$ cat config.mk
export PLATFORM = sky130hd
export DESIGN_NAME = shift_reg_univ
export DESIGN_NICKNAME = d
export VERILOG_FILES = /design/src/rtl/shift_reg_pkg.sv /design/src/rtl/shift_frame_cnt.sv /design/src/rtl/shift_reg_univ.sv
export SDC_FILE = /design/constraint.sdc
export NUM_CORES = 1
export LEC_CHECK = 0
export ABC_AREA = 1
export CAP_MARGIN = 15
export CELL_PAD_IN_SITES_DETAIL_PLACEMENT = 0
export CELL_PAD_IN_SITES_GLOBAL_PLACEMENT = 1
export CORE_MARGIN = 2
export CORE_UTILIZATION = 28
export CTS_BUF_LIST = sky130_fd_sc_hd__clkbuf_8
export CTS_CLUSTER_DIAMETER = 120
export DETAILED_ROUTE_END_ITERATION = 7
export PLACE_DENSITY_LB_ADDON = 0.15
export SETUP_SLACK_MARGIN = 0.15
export SYNTH_ARGS = -nofsm -noshare
export SYNTH_HDL_FRONTEND = slang
export SYNTH_SLANG_ARGS = --single-unit
export TNS_END_PERCENT = 1
$ cat constraint.sdc
create_clock -name clk -period 1.9 [get_ports clk]
set_input_delay 0.285 -clock clk [delete_from_list [all_inputs] [get_ports clk]]
set_output_delay 0.285 -clock clk [all_outputs]
set_load 0.02 [all_outputs]
$ cat src/rtl/shift_reg_pkg.sv
// Shared types for the universal shift register: mode encodings and helpers.
package shift_reg_pkg;

  typedef enum logic [2:0] {
    MODE_HOLD = 3'b000,
    MODE_SHL  = 3'b001,
    MODE_SHR  = 3'b010,
    MODE_LOAD = 3'b011,
    MODE_ROTL = 3'b100,
    MODE_ROTR = 3'b101
  } shift_mode_t;

  // Frame counter width: max(1, clog2(width)).
  function automatic int cnt_w(input int w);
    return (w <= 2) ? 1 : $clog2(w);
  endfunction

  function automatic logic is_shift_op(input logic [2:0] m);
    return (m == MODE_SHL) || (m == MODE_SHR) || (m == MODE_ROTL) || (m == MODE_ROTR);
  endfunction

endpackage

$ cat src/rtl/shift_frame_cnt.sv
// Counts shifts modulo WIDTH; pulses frame_done the cycle after the wrapping shift.
module shift_frame_cnt
  import shift_reg_pkg::*;
#(
  parameter int WIDTH = 8
) (
  input  logic                       clk,
  input  logic                       rst,
  input  logic                       en,
  input  logic                       is_shift,
  input  logic                       is_load,
  output logic [cnt_w(WIDTH)-1:0]    cnt,
  output logic                       frame_done
);

  localparam int CW = cnt_w(WIDTH);
  localparam logic [CW-1:0] LAST = CW'(WIDTH - 1);

  logic wrap;
  assign wrap = en && is_shift && (cnt == LAST);

  // frame_done defaults low every cycle, so it is a single-cycle pulse by construction.
  always_ff @(posedge clk) begin
    if (!rst) begin
      cnt        <= '0;
      frame_done <= 1'b0;
    end else begin
      frame_done <= wrap;
      if (en) begin
        if (is_load)       cnt <= '0;
        else if (is_shift) cnt <= wrap ? '0 : cnt + CW'(1);
      end
    end
  end

endmodule

$ cat src/rtl/shift_reg_univ.sv
// Universal shift register: hold/shift/rotate/load with a frame counter.
// Optional: define SHIFT_REG_PARITY_EN to add the parity output (XOR of q).
module shift_reg_univ
  import shift_reg_pkg::*;
#(
  parameter int               WIDTH   = 8,
  parameter logic [WIDTH-1:0] RST_VAL = '0
) (
  input  logic                    clk,
  input  logic                    rst,
  input  logic                    en,
  input  logic [2:0]              mode,
  input  logic                    sin_l,
  input  logic                    sin_r,
  input  logic [WIDTH-1:0]        pdata,
  output logic [WIDTH-1:0]        q,
  output logic                    sout_l,
  output logic                    sout_r,
  output logic [cnt_w(WIDTH)-1:0] cnt,
  output logic                    frame_done
`ifdef SHIFT_REG_PARITY_EN
  ,
  output logic                    parity
`endif
);

  logic [WIDTH-1:0] q_nxt;
  logic             is_shift, is_load;

  assign is_shift = is_shift_op(mode);
  assign is_load  = (mode == MODE_LOAD);

  // Undefined encodings (110, 111) fall to the default and hold.
  always_comb begin
    q_nxt = q;
    case (shift_mode_t'(mode))
      MODE_SHL:  q_nxt = {q[WIDTH-2:0], sin_l};
      MODE_SHR:  q_nxt = {sin_r, q[WIDTH-1:1]};
      MODE_LOAD: q_nxt = pdata;
      MODE_ROTL: q_nxt = {q[WIDTH-2:0], q[WIDTH-1]};
      MODE_ROTR: q_nxt = {q[0], q[WIDTH-1:1]};
      default:   q_nxt = q;
    endcase
  end

  always_ff @(posedge clk) begin
    if (!rst)    q <= RST_VAL;
    else if (en) q <= q_nxt;
  end

  assign sout_l = q[WIDTH-1];
  assign sout_r = q[0];

`ifdef SHIFT_REG_PARITY_EN
  assign parity = ^q;
`endif

  shift_frame_cnt #(.WIDTH(WIDTH)) u_frame_cnt (
    .clk        (clk),
    .rst        (rst),
    .en         (en),
    .is_shift   (is_shift),
    .is_load    (is_load),
    .cnt        (cnt),
    .frame_done (frame_done)
  );

endmodule

After elaboration in Yosys (flattened, before gate mapping)
Index checks and enable logic that the tools add are counted.
Storage, ports and cells
  bits in registers: 12
  bits of input ports: 16
  output and inout port bits: 14
  word-level logic and storage cells: 23
Cells by class
  $add $sub $neg: 1
  equal/unequal tests: 6
  multiplexer cells: 4
  reduce and logical (&&, ||, !) cells: 9
Operators with widths (count)
  one-hot mux 8 bit (5 select lines): 1
  equality test 3 bit (second input constant): 3
  2-to-1 mux 3 bit: 3
  equality test 3 x 2 -> 1 bit (second input constant): 2
  nonzero test 5 bit: 1
  AND reduction 2 bit: 2
  adder 3 x 1 -> 3 bit (second input constant): 1
  equality test 3 x 1 -> 1 bit (second input constant): 1
  logical OR 1 bit: 3
  logical AND 1 bit: 2
  nonzero test 2 bit: 1

Depth between registers and ports, before layout
  word-level depth: 9
  gate-level depth with buffers: 8
  mapped depth without buffers: 8

Hierarchy
From an unflattened synthesis, not the netlist that was laid out.
Unflattened totals
  cell total of the unflattened synthesis: 120
  area, all modules: 798.3 um^2
Modules (own cells, without submodules)
  shift_reg_univ: times used 1, cells each 95, area each 601.8 um^2, seq. area each 160.2 um^2
  shift_frame_cnt: times used 1, cells each 25, area each 196.4 um^2, seq. area each 80.1 um^2

Least setup slack after synthesis
No wires, ideal clock.
  kind: register to register
  from: register u_frame_cnt.cnt[0]
  to: register u_frame_cnt.cnt[2]
  library setup time: 0.070 ns
  arrival: 1.116 ns
  data required time: 1.830 ns
  setup slack: 0.714 ns
  cell stages (with the launch flop): 7
  buffers on the path: 0
  clock period less this slack: 1.186 ns
  cells stage by stage: dfxtp_1 ha_1 ha_1 inv_1 nor2_1 nand2_1 a21oi_1
On the way
  word-level cells in the longest chain between the ends: 5
  elaborated cells on any way between the ends: 6
  those cells by class: add/sub: 1; eq/ne: 1; mux: 3; reduce/logical: 1
RTL lines
  from (decl): line shift_frame_cnt.sv:12  | output logic [cnt_w(WIDTH)-1:0] cnt,
  from (signal assigned): line shift_frame_cnt.sv:31  | else if (is_shift) cnt <= wrap ? '0 : cnt + CW'(1);
  branches (longest 2 deep; another with adder 3 x 1 -> 3 bit)
  2-to-1 mux 3 bit (*) (2 in series): line shift_frame_cnt.sv:31
  2-to-1 mux 3 bit (*): line shift_frame_cnt.sv:30  | if (is_load) cnt <= '0;
Mark *: on every way between the ends. The select of a mux whose other input is x is not followed.
A chain may end at the register's enable or synchronous reset.

Final worst setup path
  from: register q[0]
  to: output q[0]
RTL lines
  from (decl): line shift_reg_univ.sv:16  | output logic [WIDTH-1:0] q,
  from (signal assigned): line shift_reg_univ.sv:48  | else if (en) q <= q_nxt;
No word-level cell between the ends.

==> metrics.cfg <==
[finish]
layout.area.seq_um2=240
n_antenna_cell=0
fin_cells=171
multi_input_comb_area_um2=419
drive_gt1_frac=0.0851
fin_nets=161
fill_cells=268
area_growth_pct=46.9
fin_util=0.433

[synthesis]
synth_edf_count=0
avgSynthCellArea_um2=6.46
syn-cell-area_um2=723
syn-num-nets=130
async_flop_share=0
synth_flop_cell=dfxtp_1
syn_inst=112
ys_top_cells_by_area=dfxtp_1 33%, nand2_1 16%, nor2_1 10%
yosys_warnings=0
synth.distinct_cells=18
synth_top_area_share=0.332
yosysSeqAreaShare=0.332
synth.most_common_cell=nand2_1
ys_ff_latch=12
yosys-top-cells-count=31 x nand2_1, 20 x nor2_1, 12 x dfxtp_1, 11 x nand3_1, 7 x o21ai_0
synth_top_area_cell=dfxtp_1

[setup_path]
arrival_ps=1300
start_kind=flop
rrSetupSlack_ps=720
path_max_fanout=5
crit_type=flop to primary output
crit_buf_inv=1
slowest_delay_ps=650
reg2regPathDepth=6
timing.rr.end=u_frame_cnt.cnt[2]$_SDFFE_PN0P_
required_ps=1620
crit_slowest_cell=clkdlybuf4s50_1
critPathTopFamily=buffers and inverters
cp-end-kind=primary output
r2r-start=u_frame_cnt.cnt[0]$_SDFFE_PN0P_
crit_chain=clkdlybuf4s50_1

[routing]
wirelength_mm=1.92
vias_per_cell=4.53
drt_first_iter_violations=11
drcViolationCount=0
postRouteAntennaNets=0
dr.pass1.iters=4
post_drt_wl_per_cell_um=11.2
num_vias=774

[timing]
setup_tns_ps=0
maxSlewViolCount=0
hold_violations=0
slew_headroom=0.793
fin_skew_ps=1.71
period_needed_ps=1580
setup_violations=0
timing.final.crit_share=0.834
tightest_slew_ps=309
rsz0062_at_grt=no
fmax_mhz=631

[placed_design]
gp_congestion=0.720
io_buffers=29
placed_cells=168
hpwlAfterDp_mm=1.43

[die]
die_w_um=54.8
die_h_um=54.8
ios=30
initial_utilization=0.295
dieArea_um2=3010
rows=18
core_um2=2450

[power_and_ir_drop]
vdd_ir_drop_max_v=0.000369
totalPowerFinal_uw=707
pwr-share-seq=0.409
p_switching_uw=203
p_leak_uw=0.000450
p_clk_frac=0.316
internal-power_uw=504
p_per_area_nw_per_um2=665
p_comb_frac=0.275
p_sw_frac=0.287

[clocking]
cts_tree=built
hold_buffers=0
clock_latency_ps=230
htree_levels=1
clk_pin_slew_ps=50
clkSinkCount=12
cts-root-buf=clkbuf_8
numCtsBuffers=3
post_cts_buffers=0
cts_resized=0
clk_path_buf_depth=2

[grt]
antenna_found_initial=0
overflow=0
grt_pass1_wl_mm=3.22
grt_pass1_vias=744
grtUsageTotal=0.151
grt_start_max_net_pins=13

[hold_path]
hold_class=flop to flop
min_from=u_frame_cnt.cnt[1]$_SDFFE_PN0P_
hold_end=u_frame_cnt.cnt[1]$_SDFFE_PN0P_
whs_path_depth=2

[outcome]
run_status=finished, final reports clean

[job]
maxCapViolCount=0

==> state kept, by name, indices dropped and copies added (netlist names) <==
| name | count |
|---|---|
| q | 8 |
| u_frame_cnt.cnt | 3 |
| u_frame_cnt.frame_done | 1 |
==> worst max-delay path by stage <==
stage	end	start	cells past startpoint	slack, ps
2_1_floorplan	u_frame_cnt.cnt[2]$_SDFFE_PN0P_	u_frame_cnt.cnt[0]$_SDFFE_PN0P_	6	710
3_3_place_gp	q[6]$_SDFFE_PN0P_	mode[0]	8	180
3_5_place_dp	q[3]$_SDFFE_PN0P_	mode[2]	8	210
4_1_cts	q[0]	q[0]$_SDFFE_PN0P_	1	300
5_1_grt	sout_r	q[0]$_SDFFE_PN0P_	1	250
6_report	q[0]	q[0]$_SDFFE_PN0P_	1	320
==> through the flow <==
step	hold slack, ps	setup slack, ps	area, um^2
2_1_floorplan	423	714	723
3_3_place_gp	487	185	1020
3_5_place_dp	488	208	1020
4_1_cts	498	301	1060
5_1_grt	538	248	1060
6_report	491	315	1060
==> worst reg2reg max path, stage by stage (launching register included) <==
cell and delay [ps]:
dfxtp_1 330, ha_1 220, ha_1 270, inv_1 30, nor2_1 90, nand2_1 60, a21oi_1 110
==> power by group through the flow <==
| stage | logic, uW | registers (uW) | clock network (uW) |
|---|---|---|---|
| final | 195 | 289 | 224 |
| after global routing | 218 | 292 | 242 |
| after CTS | 197 | 289 | 229 |
| after detailed placement | 196 | 294 | 0 |
| after global placement | 196 | 294 | 0 |
| after floorplan | 89.9 | 312 | 0 |
==> logic make-up (layout without fill, tap and decap cells) <==
| logic type | after synthesis | after routing | share of synthesized area |
|---|---|---|---|
| flops | 12 | 12 | 0.332 |
| compound gates | 15 | 15 | 0.104 |
| fa+ha+maj | 2 | 2 | 0.0346 |
| buf+inv | 11 | 40 | 0.0882 |
| simple gates | 72 | 72 | 0.441 |
==> cells in the final DEF, fill, tap and decap left out, drive strengths merged <==
cell,Yosys,routed
buf,4,1
inv,7,7
nand3,12,12
nor2,21,21
clkdlybuf4s50,0,29
clkbuf,0,3
nand4,2,2
ha,2,2
dfxtp,12,12
nand3b,1,1
o21ai,9,9
and3,1,1
nand2,35,35
a21oi,6,6
==> per-layer routing <==
layer / wire length [um] / up-vias / GRT usage
met4: 17 / 0 / 0.0750
met1: 951 / 334 / 0.197
met5: 0 / - / 0
met3: 81 / 2 / 0.0273
li1: - / 420 / -
met2: 873 / 18 / 0.236
==> cell type report <==
cell class                 count  share of cell area
multi-input combinational     89               0.395
clock buffer                   3              0.0389
timing repair buffer          30               0.280
sequential                    12               0.226
inverter                       7              0.0247
tap                           30              0.0353
Note: power is estimated with default switching activity, not from simulation.
